<file path="config.mk">
export PLATFORM = sky130hd
export DESIGN_NAME = ads127l01_fs_tx
export DESIGN_NICKNAME = d
export VERILOG_FILES = /design/src/rtl/ads127l01_pkg.sv /design/src/rtl/ads127l01_sck_gen.sv /design/src/rtl/ads127l01_fs_tx.sv
export SDC_FILE = /design/constraint.sdc
export NUM_CORES = 1
export LEC_CHECK = 0
export ABC_CLOCK_PERIOD_IN_PS = 2009
export CAP_MARGIN = 0
export CORE_MARGIN = 3
export CORE_UTILIZATION = 52
export DETAILED_ROUTE_END_ITERATION = 10
export PLACE_DENSITY = 0.76
export SLEW_MARGIN = 20
export SYNTH_ARGS = -nofsm -noshare
export SYNTH_HDL_FRONTEND = slang
export SYNTH_HIERARCHICAL = 1
export SYNTH_SLANG_ARGS = --single-unit
</file>
<file path="constraint.sdc">
create_clock -name clk -period 2.01 [get_ports clk]
set_input_delay 0.201 -clock clk [delete_from_list [all_inputs] [get_ports clk]]
set_output_delay 0.201 -clock clk [all_outputs]
set_load 0.005 [all_outputs]
</file>
<file path="src/rtl/ads127l01_pkg.sv">
// ---------------------------------------------------------------------------
// ads127l01_pkg
// Shared definitions for the ADS127L01 frame-sync transmitter and receiver:
// FSM state encoding, default sample/frame geometry and the pad bit that
// fills frame positions below the sample.
// ---------------------------------------------------------------------------
package ads127l01_pkg;

   typedef enum logic {
      IDLE = 1'b0,
      RUN  = 1'b1
   } state_e;

   localparam int unsigned DW_DEFAULT         = 24;
   localparam int unsigned FRAME_BITS_DEFAULT = 32;

   // Frame bits below the sample are filled with this value.
   localparam logic PAD_BIT = 1'b0;

endpackage

</file>
<file path="src/rtl/ads127l01_sck_gen.sv">
// ---------------------------------------------------------------------------
// ads127l01_sck_gen
// Divides clk by 2*HALF to form the serial clock. The divider is held at
// zero while not running and restarts (sck low, phase zero) on a frame start,
// so sck rises HALF cycles after every frame start or falling edge.
//
// Ports:
//   clk        system clock
//   rst_n      asynchronous active-low reset
//   run_i      divider enable; low forces sck=0 and the counter to 0
//   restart_i  frame start: sck=0, counter=0 on the next edge
//   sck_o      serial clock (registered)
//   rise_o     high in the cycle before sck rises
//   fall_o     high in the cycle before sck falls
// ---------------------------------------------------------------------------
module ads127l01_sck_gen
   import ads127l01_pkg::*;
#(
   parameter int unsigned HALF = 4
) (
   input  logic clk,
   input  logic rst_n,
   input  logic run_i,
   input  logic restart_i,
   output logic sck_o,
   output logic rise_o,
   output logic fall_o
);

   localparam int unsigned     HW   = (HALF > 1) ? $clog2(HALF) : 1;
   localparam logic [HW-1:0]   HMAX = HW'(HALF - 1);

   logic [HW-1:0] hcnt_q;
   logic          sck_q;
   logic          term;

   assign term = (hcnt_q == HMAX);

   // Strobes are deliberately not gated by restart_i: the top derives its
   // frame start from fall_o, and gating here would close a combinational loop.
   assign rise_o = term && !sck_q;
   assign fall_o = term &&  sck_q;
   assign sck_o  = sck_q;

   always_ff @(posedge clk or negedge rst_n) begin
      if (!rst_n) begin
         hcnt_q <= '0;
         sck_q  <= 1'b0;
      end else if (!run_i || restart_i) begin
         hcnt_q <= '0;
         sck_q  <= 1'b0;
      end else if (term) begin
         hcnt_q <= '0;
         sck_q  <= ~sck_q;
      end else begin
         hcnt_q <= hcnt_q + HW'(1);
      end
   end

endmodule

</file>
<file path="src/rtl/ads127l01_fs_tx.sv">
// ---------------------------------------------------------------------------
// ads127l01_fs_tx
// Frame-sync master serial transmitter emulating the ADS127L01 output port.
// Samples arrive on an AXI-Stream-like input into a one-entry holding
// register; each frame shifts one sample out MSB first, padded to FRAME_BITS
// sck periods, with a one-sck-period fsync pulse at the frame start.
// When no fresh sample is held at a frame start the previous sample is
// resent and underrun pulses for one clk.
//
// Ports:
//   clk, rst_n      system clock, asynchronous active-low reset
//   en, start       transmitter enable / START pin (level); both must be high
//                   to run, and the current frame always completes
//   s_axis_tvalid   sample valid
//   s_axis_tready   holding register empty
//   s_axis_tdata    DW-bit two's-complement sample
//   sck             serial clock, period 2*HALF clk
//   fsync           frame-sync pulse, one sck period wide
//   dout            serial data, updated on sck falling edges
//   underrun        one-clk pulse: frame started without a fresh sample
// ---------------------------------------------------------------------------
module ads127l01_fs_tx
   import ads127l01_pkg::*;
#(
   parameter int unsigned DW         = DW_DEFAULT,
   parameter int unsigned FRAME_BITS = FRAME_BITS_DEFAULT,
   parameter int unsigned HALF       = 4
) (
   input  logic          clk,
   input  logic          rst_n,
   input  logic          en,
   input  logic          start,
   input  logic          s_axis_tvalid,
   output logic          s_axis_tready,
   input  logic [DW-1:0] s_axis_tdata,
   output logic          sck,
   output logic          fsync,
   output logic          dout,
   output logic          underrun
);

   localparam int unsigned   BW       = (FRAME_BITS > 1) ? $clog2(FRAME_BITS) : 1;
   localparam logic [BW-1:0] BIT_LAST = BW'(FRAME_BITS - 1);

   state_e         state_q, state_d;
   logic           first_q;
   logic [BW-1:0]  bit_cnt_q;
   logic           last_bit_q;
   logic [DW-1:0]  shift_q;
   logic [DW-1:0]  sample_q;
   logic [DW-1:0]  hold_q;
   logic           hold_valid_q;
   logic           fsync_q;
   logic           dout_q;
   logic           underrun_q;

   logic           go;
   logic           frame_start;
   logic           handshake;
   logic           sck_rise;
   logic           sck_fall;
   logic [DW-1:0]  frame_sample;
   logic [DW:0]    shift_ext;
   logic [DW-1:0]  shift_nxt;

   assign go            = en && start;
   assign s_axis_tready = !hold_valid_q;
   assign handshake     = s_axis_tvalid && !hold_valid_q;
   assign frame_sample  = hold_valid_q ? hold_q : sample_q;
   assign shift_ext     = {shift_q, PAD_BIT};
   assign shift_nxt     = shift_ext[DW-1:0];

   assign fsync    = fsync_q;
   assign dout     = dout_q;
   assign underrun = underrun_q;

   ads127l01_sck_gen #(
      .HALF (HALF)
   ) u_sck_gen (
      .clk       (clk),
      .rst_n     (rst_n),
      .run_i     (state_d == RUN),
      .restart_i (frame_start),
      .sck_o     (sck),
      .rise_o    (sck_rise),
      .fall_o    (sck_fall)
   );

   // The frame boundary is the would-be last falling edge: either the next
   // frame starts there or the FSM drops back to IDLE.
   always_comb begin
      state_d     = state_q;
      frame_start = 1'b0;
      unique case (state_q)
         IDLE: begin
            if (go) state_d = RUN;
         end
         RUN: begin
            if (first_q) begin
               frame_start = 1'b1;
            end else if (sck_fall && last_bit_q) begin
               if (go) frame_start = 1'b1;
               else    state_d     = IDLE;
            end
         end
         default: state_d = IDLE;
      endcase
   end

   always_ff @(posedge clk or negedge rst_n) begin
      if (!rst_n) begin
         state_q <= IDLE;
         first_q <= 1'b0;
      end else begin
         state_q <= state_d;
         first_q <= (state_q == IDLE) && go;
      end
   end

   // Holding register: a handshake needs hold_valid_q=0, so it never
   // collides with the clear at a frame start.
   always_ff @(posedge clk or negedge rst_n) begin
      if (!rst_n) begin
         hold_q       <= '0;
         hold_valid_q <= 1'b0;
      end else if (handshake) begin
         hold_q       <= s_axis_tdata;
         hold_valid_q <= 1'b1;
      end else if (frame_start && hold_valid_q) begin
         hold_valid_q <= 1'b0;
      end
   end

   // last_bit_q is set at the rise of the final sck period so the frame
   // boundary decision only needs a flag at the following fall.
   always_ff @(posedge clk or negedge rst_n) begin
      if (!rst_n) begin
         bit_cnt_q  <= '0;
         last_bit_q <= 1'b0;
         shift_q    <= '0;
         sample_q   <= '0;
         fsync_q    <= 1'b0;
         dout_q     <= 1'b0;
         underrun_q <= 1'b0;
      end else begin
         underrun_q <= frame_start && !hold_valid_q;
         if (state_d == IDLE) begin
            bit_cnt_q  <= '0;
            last_bit_q <= 1'b0;
            fsync_q    <= 1'b0;
            dout_q     <= 1'b0;
         end else if (frame_start) begin
            bit_cnt_q  <= '0;
            last_bit_q <= 1'b0;
            shift_q    <= frame_sample;
            sample_q   <= frame_sample;
            fsync_q    <= 1'b1;
            dout_q     <= frame_sample[DW-1];
         end else begin
            if (sck_fall) begin
               bit_cnt_q <= bit_cnt_q + BW'(1);
               shift_q   <= shift_nxt;
               dout_q    <= shift_nxt[DW-1];
               fsync_q   <= 1'b0;
            end
            if (sck_rise && (bit_cnt_q == BIT_LAST)) begin
               last_bit_q <= 1'b1;
            end
         end
      end
   end

endmodule

</file>
; Word-level counts from Yosys, hierarchy flattened
; Cells that the tools add are included.
[classes]
bitwise = 2
n_eq_ne = 4
n_mul = 0
shifts = 0
n_lt_le_gt_ge = 0
mux = 28
add_sub_neg = 2
n_div = 0
reduce_logical = 18
[op_table]
columns = cell, count
row1 = $mux W23, 2
row2 = $mux W24, 1
row3 = $mux W1, 19
row4 = $mux W5, 3
row5 = $logic_and A1 B1 Y1, 9
row6 = $ne A3 B1 Y1 const B, 2
row7 = $reduce_bool A2 Y1, 3
row8 = $add A5 B1 Y5 const B, 1
row9 = $eq A5 B5 Y1 const B, 1
row10 = $mux W2, 2
row11 = $reduce_and A2 Y1, 2
row12 = $logic_not A1 Y1, 3
row13 = $add A2 B1 Y2 const B, 1
row14 = $eq A2 B2 Y1 const B, 1
row15 = $not A1 Y1, 2
row16 = $pmux W1 S2, 1
row17 = $logic_or A1 B1 Y1, 1
[totals]
register_bits = 86
mem_bits_rw = 0
latch_bits = 0
output_inout_bits = 5
mem_count = 0
in_bits = 29
romBits = 0
wordCells = 67

; Depth between registers and ports, before layout
; Gate-level depths: netlist (run 1).
[logic_depth]
depth_word = 9
depth_mapped = 10
ltp_nobuf = 7

; Modules after synthesis
; Netlist (run 1), hierarchy kept.
[by_module_without_submodules]
columns = module, cells_each, n_inst, seq_area_each_um2, area_per_inst_um2
row1 = ads127l01_fs_tx, 307, 1, 2077.0, 3746.1
row2 = ads127l01_sck_gen, 12, 1, 75.1, 138.9

; Worst setup path after synthesis (run 1)
; No wires, ideal clock.
[synth_timing]
path_kind = reg2reg
start = register u_sck_gen.hcnt_q[0]
end = register u_sck_gen.hcnt_q[0]
t_required_ns = 1.924
path_buffers = 3
arrival_time_ns = 1.781
path_slack_ns = 0.143
setup_time_ns = 0.086
path_stages_with_launch = 11
cell_sequence = dfrtp_1 > ha_1 > and2_1 > buf_6 > a41o_4 > nand2_4 > inv_4 > buf_6 > buf_2 > nand2b_4 > nor3_1
[synth_via]
word_cells_on_any_way = 14
classes_between = 1 x add/sub / 1 x eq/ne / 8 x mux / 4 x reduce/logical
[synth_lines]
columns = element, line
row1 = start: declaration, ads127l01_sck_gen.sv:33  ; logic [HW-1:0] hcnt_q;
row2 = start signal: assignment, ads127l01_sck_gen.sv:56  ; hcnt_q <= hcnt_q + HW'(1);
row3 = $eq A2 B2 Y1, ads127l01_sck_gen.sv:37  ; assign term = (hcnt_q == HMAX);
row4 = $logic_and A1 B1 Y1, ads127l01_sck_gen.sv:42  ; assign fall_o = term && sck_q;
row5 = named net sck_fall, ads127l01_fs_tx.sv:61  ; logic sck_fall;
row6 = $logic_and A1 B1 Y1, ads127l01_fs_tx.sv:101  ; end else if (sck_fall && last_bit_q) begin
row7 = $mux W1, ads127l01_fs_tx.sv:101
row8 = $mux W1, ads127l01_fs_tx.sv:99  ; if (first_q) begin
row9 = $mux W1, ads127l01_fs_tx.sv:94  ; unique case (state_q)
row10 = named net frame_start, ads127l01_fs_tx.sv:58  ; logic frame_start;
row11 = $logic_or A1 B1 Y1, ads127l01_sck_gen.sv:49  ; end else if (!run_i || restart_i) begin
row12 = $mux W2, ads127l01_sck_gen.sv:49
; The timed path passes the listed nets, and every way through them passes these cells.
; A chain may end at the register's enable or synchronous reset.

; Worst setup path in the final report (run 1)
[layout_timing]
start = register u_sck_gen.hcnt_q[0]
end = register shift_q[3]
[layout_via]
elab_chain_len = 8
word_cells_on_any_way = 12
classes_between = 1 x eq/ne / 7 x mux / 4 x reduce/logical
[layout_rtl]
columns = element, line
row1 = $eq A2 B2 Y1 (*), ads127l01_sck_gen.sv:37
row2 = $logic_and A1 B1 Y1 (*), ads127l01_sck_gen.sv:42
row3 = named net sck_fall, ads127l01_fs_tx.sv:61
row4 = $logic_and A1 B1 Y1, ads127l01_fs_tx.sv:101
row5 = $mux W1, ads127l01_fs_tx.sv:101
row6 = $mux W1, ads127l01_fs_tx.sv:99
row7 = $mux W1, ads127l01_fs_tx.sv:94
row8 = $reduce_bool A2 Y1 (no line), --
row9 = $reduce_and A2 Y1 (no line), --
row10 = end signal: assignment, ads127l01_fs_tx.sv:155  ; shift_q <= frame_sample;
row11 = end signal: assignment, ads127l01_fs_tx.sv:162  ; shift_q <= shift_nxt;
row12 = end: declaration, ads127l01_fs_tx.sv:49  ; logic [DW-1:0] shift_q;
; The timed path passes the listed nets; every way through them passes the cells marked *.

==> results.json, run 1 <==
{
  "die_height_um": 92.44,
  "grt_pass1_vias": 2556,
  "hp-class": "in -> async",
  "crit_path_end_kind": "register",
  "coreArea_mm2": 0.007019,
  "wire_per_inst_um": 14.93,
  "dp.final_hpwl_um": 4704,
  "slew_headroom": 0.6702,
  "fin_ws_ns": 0.1662,
  "seqPwrFrac": 0.514,
  "worst_pin_slew_ns": 0.4924,
  "syn_area_per_cell_um2": 12.18,
  "layout-drive-gt1-share": 0.1967,
  "drc": 0,
  "swShare": 0.2831,
  "p_clk_frac": 0.234,
  "hold_ws_ns": 0.3377,
  "synth_nets": 351,
  "synth-edff-count": 0,
  "die_area_mm2": 0.008544,
  "drt_first_iter_violations": 113,
  "seq_area_mm2": 0.002152,
  "layout_commonest_cell": "dfrtp_1",
  "multi_input_area_mm2": 0.001494,
  "p_per_area_mw_per_mm2": 1243,
  "grt_usage": 0.1766,
  "netSwitchingPower_uw": 1596,
  "syn_inst": 319,
  "fin_nets": 388,
  "timing.rr.start": "u_sck_gen/hcnt_q[0]",
  "fmax_mhz": 542.3,
  "diodes": 0,
  "io_buffers": 33,
  "start_util": 0.5535,
  "setup_tns_ns": 0,
  "grt_pass1_wl_um": 11960,
  "cts_tree": "yes",
  "ff2ff_setup_slack_ns": 0.17,
  "insertion_delay_ns": 0.35,
  "final_cell_mix": "dfrtp_1, mux2i_1, clkdlybuf4s50_1",
  "ys_ff_latch": 86,
  "path_class": "reg -> reg",
  "period_share": 0.9173,
  "viasPerCell": 5.350,
  "grt_overflow": 0,
  "regToRegEndpoint": "shift_q[3]",
  "power.leakage_uw": 0.002146,
  "htreeDepth": 3,
  "clk_pin_slew_ns": 0.08,
  "ys_async_sr_fraction": 1.000,
  "wirelength_um": 6823,
  "grt_max_degree": 49,
  "cp.arrival_ns": 2.08,
  "clock_path_buffers": 2,
  "place_ws_ns": 0.1524,
  "crit_path_max_fanout": 11,
  "dp.cells": 440,
  "setup_viol": 0,
  "fin_skew_ns": 0.009697,
  "fillerInstances": 589,
  "status": "completed",
  "stdcell_count": 457,
  "start_kind": "register",
  "yosys_warnings": 6,
  "cts_setup_buffers": 0,
  "synth_ff_type": "dfrtp_1",
  "cts_num_sinks": 86,
  "ios": 34,
  "final_max_slew_viol_count": 0,
  "r2r_cells": 7,
  "pwr-share-comb": 0.251,
  "fin_crit_ns": 1.844,
  "cp.required_ns": 2.25,
  "antenna_found_initial": 0,
  "clock-root-buffer": "clkbuf_8",
  "internal_power_uw": 4042,
  "placementRows": 30,
  "die_w_um": 92.44,
  "dr.pass1.iters": 5,
  "synth_cell_types": 34,
  "max-cap-violations": 0,
  "place_congestion": 0.7408,
  "cts_hold_buf": 1,
  "rsz0062_at_grt": "no",
  "yosysSeqAreaShare": 0.5539,
  "peakVddDrop_mv": 0.5240,
  "syn_to_final_growth_pct": 16.75,
  "ant_nets": 0,
  "num_vias": 2445,
  "cts_buffers": 9,
  "ctsResizeCount": 0,
  "hold_viol_final": 0,
  "synth_area_mm2": 0.003885
}
## synth_stat cells, drive strengths merged (2+ instances only)
cell type | number | area [um2]
nor2b | 2 | 12.51
o21ai | 15 | 75.07
a21oi | 28 | 140.1
nor2 | 20 | 75.07
nand2 | 8 | 37.54
xnor2 | 2 | 17.52
clkbuf | 3 | 11.26
ha | 3 | 37.54
inv | 19 | 73.82
nand3 | 13 | 65.06
dfrtp | 86 | 2152
xor2 | 2 | 17.52
mux2 | 35 | 412.9
mux2i | 39 | 390.4
buf | 18 | 156.4
o21a | 15 | 112.6
## cells by family after synthesis
| group | count (synthesis) | share of synthesized area |
|---|---|---|
| flip-flops | 86 | 0.5539 |
| AO/OA/AOI/OAI | 64 | 0.09984 |
| buffers and inverters | 40 | 0.06216 |
| adder cells (fa/ha/maj) | 3 | 0.009663 |
| AND/OR/NAND/NOR | 48 | 0.05862 |
| XOR/XNOR | 4 | 0.009019 |
| multiplexers | 74 | 0.2068 |
## registers in the layout, indices dropped and copies added, names as in the netlist, 2 cells and up
signal            cells
sample_q             24
bit_cnt_q             5
u_sck_gen/hcnt_q      2
hold_q               24
shift_q              23
## worst max-delay path by stage
| stage | depth (start not counted) | end | start | slack (ns) |
|---|---|---|---|---|
| floorplan | 10 | u_sck_gen/hcnt_q[0] | u_sck_gen/hcnt_q[0] | 0.14 |
| global placement | 7 | shift_q[1] | u_sck_gen/hcnt_q[0] | 0.22 |
| detailed placement | 8 | shift_q[19] | u_sck_gen/hcnt_q[0] | 0.15 |
| CTS | 8 | shift_q[19] | u_sck_gen/hcnt_q[0] | 0.16 |
| global route | 8 | shift_q[19] | u_sck_gen/hcnt_q[0] | 0.06 |
| finish | 7 | shift_q[3] | u_sck_gen/hcnt_q[0] | 0.17 |
## metal layers
layer  GRT usage  share of wire  up-vias
met2      0.2804           0.48       45
met5           0              0        -
met3     0.05361          0.041        6
met4     0.04827         0.0086        0
met1      0.2359           0.47     1217
li1            -              -     1177
## power groups by stage
stage | logic (uW) | clock network [uW] | registers, uW
2_1_floorplan | 1110 | 0 | 2790
3_3_place_gp | 1360 | 0 | 2900
3_5_place_dp | 1440 | 0 | 2930
4_1_cts | 1450 | 1360 | 2900
5_1_grt | 1600 | 1430 | 3010
6_report | 1420 | 1320 | 2900
## per-stage QoR
step | utilization | instance area [um2] | power (uW)
after floorplan | - | 3885 | 3905
after global placement | 0.6130 | 4303 | 4257
after detailed placement | 0.6130 | 4303 | 4376
after CTS | 0.6462 | 4536 | 5714
after global routing | 0.6462 | 4536 | 6039
final | 0.6462 | 4536 | 5638
## worst max-delay path: stages (launching register included)
cell	delay, ns
dfrtp_1	0.38
ha_1	0.24
and2_1	0.17
a41o_4	0.28
buf_4	0.19
a21oi_1	0.15
a21oi_1	0.06
mux2_2	0.27
## final cells by class
type	instances	share of cell area
tap	96	0.02648
inverter	19	0.01628
clock buffer	10	0.03034
clock inverter	6	0.01876
multi-input combinational	193	0.3294
timing repair buffer	47	0.1043
sequential	86	0.4745
Note: power is estimated with default switching activity, not from simulation.
==> run 2, diff against run 1 <==
- CTS_CLUSTER_DIAMETER: default -> 50
==> results of run 2 <==
The final DEF is identical to that of run 1; final timing and power are the same.
==> run 3, diff against run 2 <==
- SETUP_SLACK_MARGIN: default -> 0.5
==> run 3 against run 2 <==
Maximum frequency rose by 4.3%. Critical endpoint is now shift_q[5]. Largest power group unchanged. Sequential power rose by 3%. Cell count rose by 6.6%.
==> results.json, run 3 (synthesis results as in run 1) <==
{
  "wirelength_um": 9148,
  "ant_nets": 0,
  "fmax_mhz": 565.8,
  "crit_path_max_fanout": 8,
  "placementRows": 30,
  "cp.required_ns": 2.26,
  "crit_path_end_kind": "register",
  "fin_crit_ns": 1.767,
  "cpPeakStageDelay_ns": 0.42,
  "p_per_area_mw_per_mm2": 1159,
  "drt_first_iter_violations": 163,
  "cts_tree": "yes",
  "endpoint": "shift_q[5]",
  "start_util": 0.5535,
  "htreeDepth": 3,
  "dr.pass1.iters": 5,
  "grt_max_degree": 58,
  "worst_pin_slew_ns": 0.4007,
  "hp-class": "in -> async",
  "die_area_mm2": 0.008544,
  "setup_tns_ns": 0,
  "hold_viol_final": 0,
  "status": "completed",
  "fin_nets": 418,
  "fillerInstances": 451,
  "cts_num_sinks": 86,
  "cts_buffers": 9,
  "clk_pin_slew_ns": 0.09,
  "place_ws_ns": 0.1619,
  "ios": 34,
  "place_congestion": 0.7735,
  "drc": 0,
  "path_delay_family": "flip-flops",
  "insertion_delay_ns": 0.36,
  "power.leakage_uw": 0.002450,
  "num_vias": 2731,
  "slew_headroom": 0.7329,
  "grt_pass1_wl_um": 14480,
  "layout_commonest_cell": "dfrtp_1",
  "clock_path_buffers": 2,
  "final_max_slew_viol_count": 0,
  "antenna_found_initial": 0,
  "crit_buf_inv": 2,
  "dp.final_hpwl_um": 4693,
  "period_share": 0.8792,
  "clock-root-buffer": "clkbuf_8",
  "ff2ff_setup_slack_ns": 0.24,
  "cp.arrival_ns": 2.02,
  "cp_cell_sequence": "ha_4 > and2_4 > a41o_4 > nand2_4 > inv_8 > clkbuf_16 > a21oi_1 > mux2_4",
  "regToRegEndpoint": "shift_q[5]",
  "crit_slowest_cell": "dfrtp_1",
  "startpoint": "u_sck_gen/hcnt_q[0]",
  "largest_registers": "hold_q (24), sample_q (24), shift_q (23)",
  "max-cap-violations": 0,
  "coreArea_mm2": 0.007019,
  "hold_ws_ns": 0.3021,
  "syn_to_final_growth_pct": 34.72,
  "grt_usage": 0.2193,
  "path_class": "reg -> reg",
  "wire_per_inst_um": 18.78,
  "fin_ws_ns": 0.2427,
  "grt_overflow": 0,
  "setup_viol": 0,
  "timing.rr.start": "u_sck_gen/hcnt_q[0]",
  "diodes": 0,
  "path_depth": 8,
  "r2r_cells": 8,
  "viasPerCell": 5.608,
  "layout-drive-gt1-share": 0.3606,
  "start_kind": "register",
  "die_w_um": 92.44,
  "fin_skew_ns": 0.007979,
  "peakVddDrop_mv": 0.6552,
  "grt_pass1_vias": 2898,
  "final_cell_mix": "dfrtp_1, mux2i_1, clkdlybuf4s50_1",
  "die_height_um": 92.44,
  "io_buffers": 33,
  "rsz0062_at_grt": "yes"
}
run 3: cell types whose count changed in the layout (fill, tap and decap cells not counted), sizes merged, moves of 2 or more:
cell and change:
buf +26, clkinvlp +2, bufbuf +2, clkdlybuf4s50 -2
run 3: area by class of cell:
class / count / area (um2) / area share
Multi-Input combinational cell: 193 / 1727 / 0.3299
Clock buffer: 9 / 123.9 / 0.02367
Tap cell: 96 / 120.1 / 0.02295
Timing Repair Buffer: 77 / 958.4 / 0.1831
Inverter: 19 / 78.83 / 0.01506
Clock inverter: 7 / 73.82 / 0.01410
Sequential cell: 86 / 2152 / 0.4112
run 3: worst min path at each step:
stage / from / endpoint / slack, ns / cells after the start
6_report: rst_n / hold_q[2] / 0.30 / 2
5_1_grt: rst_n / sample_q[5] / 0.31 / 2
4_1_cts: rst_n / hold_q[23] / 0.30 / 2
3_5_place_dp: rst_n / hold_q[2] / 0.16 / 1
3_3_place_gp: rst_n / hold_q[3] / 0.16 / 1
2_1_floorplan: rst_n / bit_cnt_q[0] / -0.09 / 0
run 3: worst reg2reg max path, delay by kind of cell, from the launching register on:
family          cells  cell delay, ns
mux                 1            0.26
compound gates      2            0.31
buf+inv             2            0.28
fa+ha+maj           1            0.15
flops               1            0.42
simple gates        2            0.24
run 3: metal layers:
metal	wire length, um	GRT usage	vias up	share of wire
met4	117	0.07302	0	0.013
li1	-	-	1241	-
met3	441	0.05524	14	0.048
met2	4673	0.3692	69	0.51
met1	3915	0.2764	1407	0.43
met5	0	0	-	0
run 3: per-stage QoR:
| stage | total power, uW | cell area, um2 | std cells | utilization |
|---|---|---|---|---|
| 2_1_floorplan | 3982 | 3968 | 319 | - |
| 3_3_place_gp | 4339 | 4372 | 440 | 0.6228 |
| 3_5_place_dp | 4447 | 4372 | 440 | 0.6228 |
| 4_1_cts | 5866 | 5026 | 478 | 0.7160 |
| 5_1_grt | 6444 | 5234 | 487 | 0.7456 |
| 6_report | 6068 | 5234 | 487 | 0.7456 |
run 3: what timing repair did:
| item | in CTS | in global routing |
|---|---|---|
| cloned | 7 | 3 |
| pin swaps | 2 | 3 |
| hold endpoints to repair | 29 | 0 |
| resized for setup | 47 | 32 |
| hold buffers | 1 | 0 |
| setup buffers | 14 | 6 |
| endpoints found under the setup margin | 60 | 84 |
run 3: where the power goes:
group | internal, uW | switching, uW
Combinational | 1120 | 733
Clock | 576 | 655
Sequential | 2480 | 507
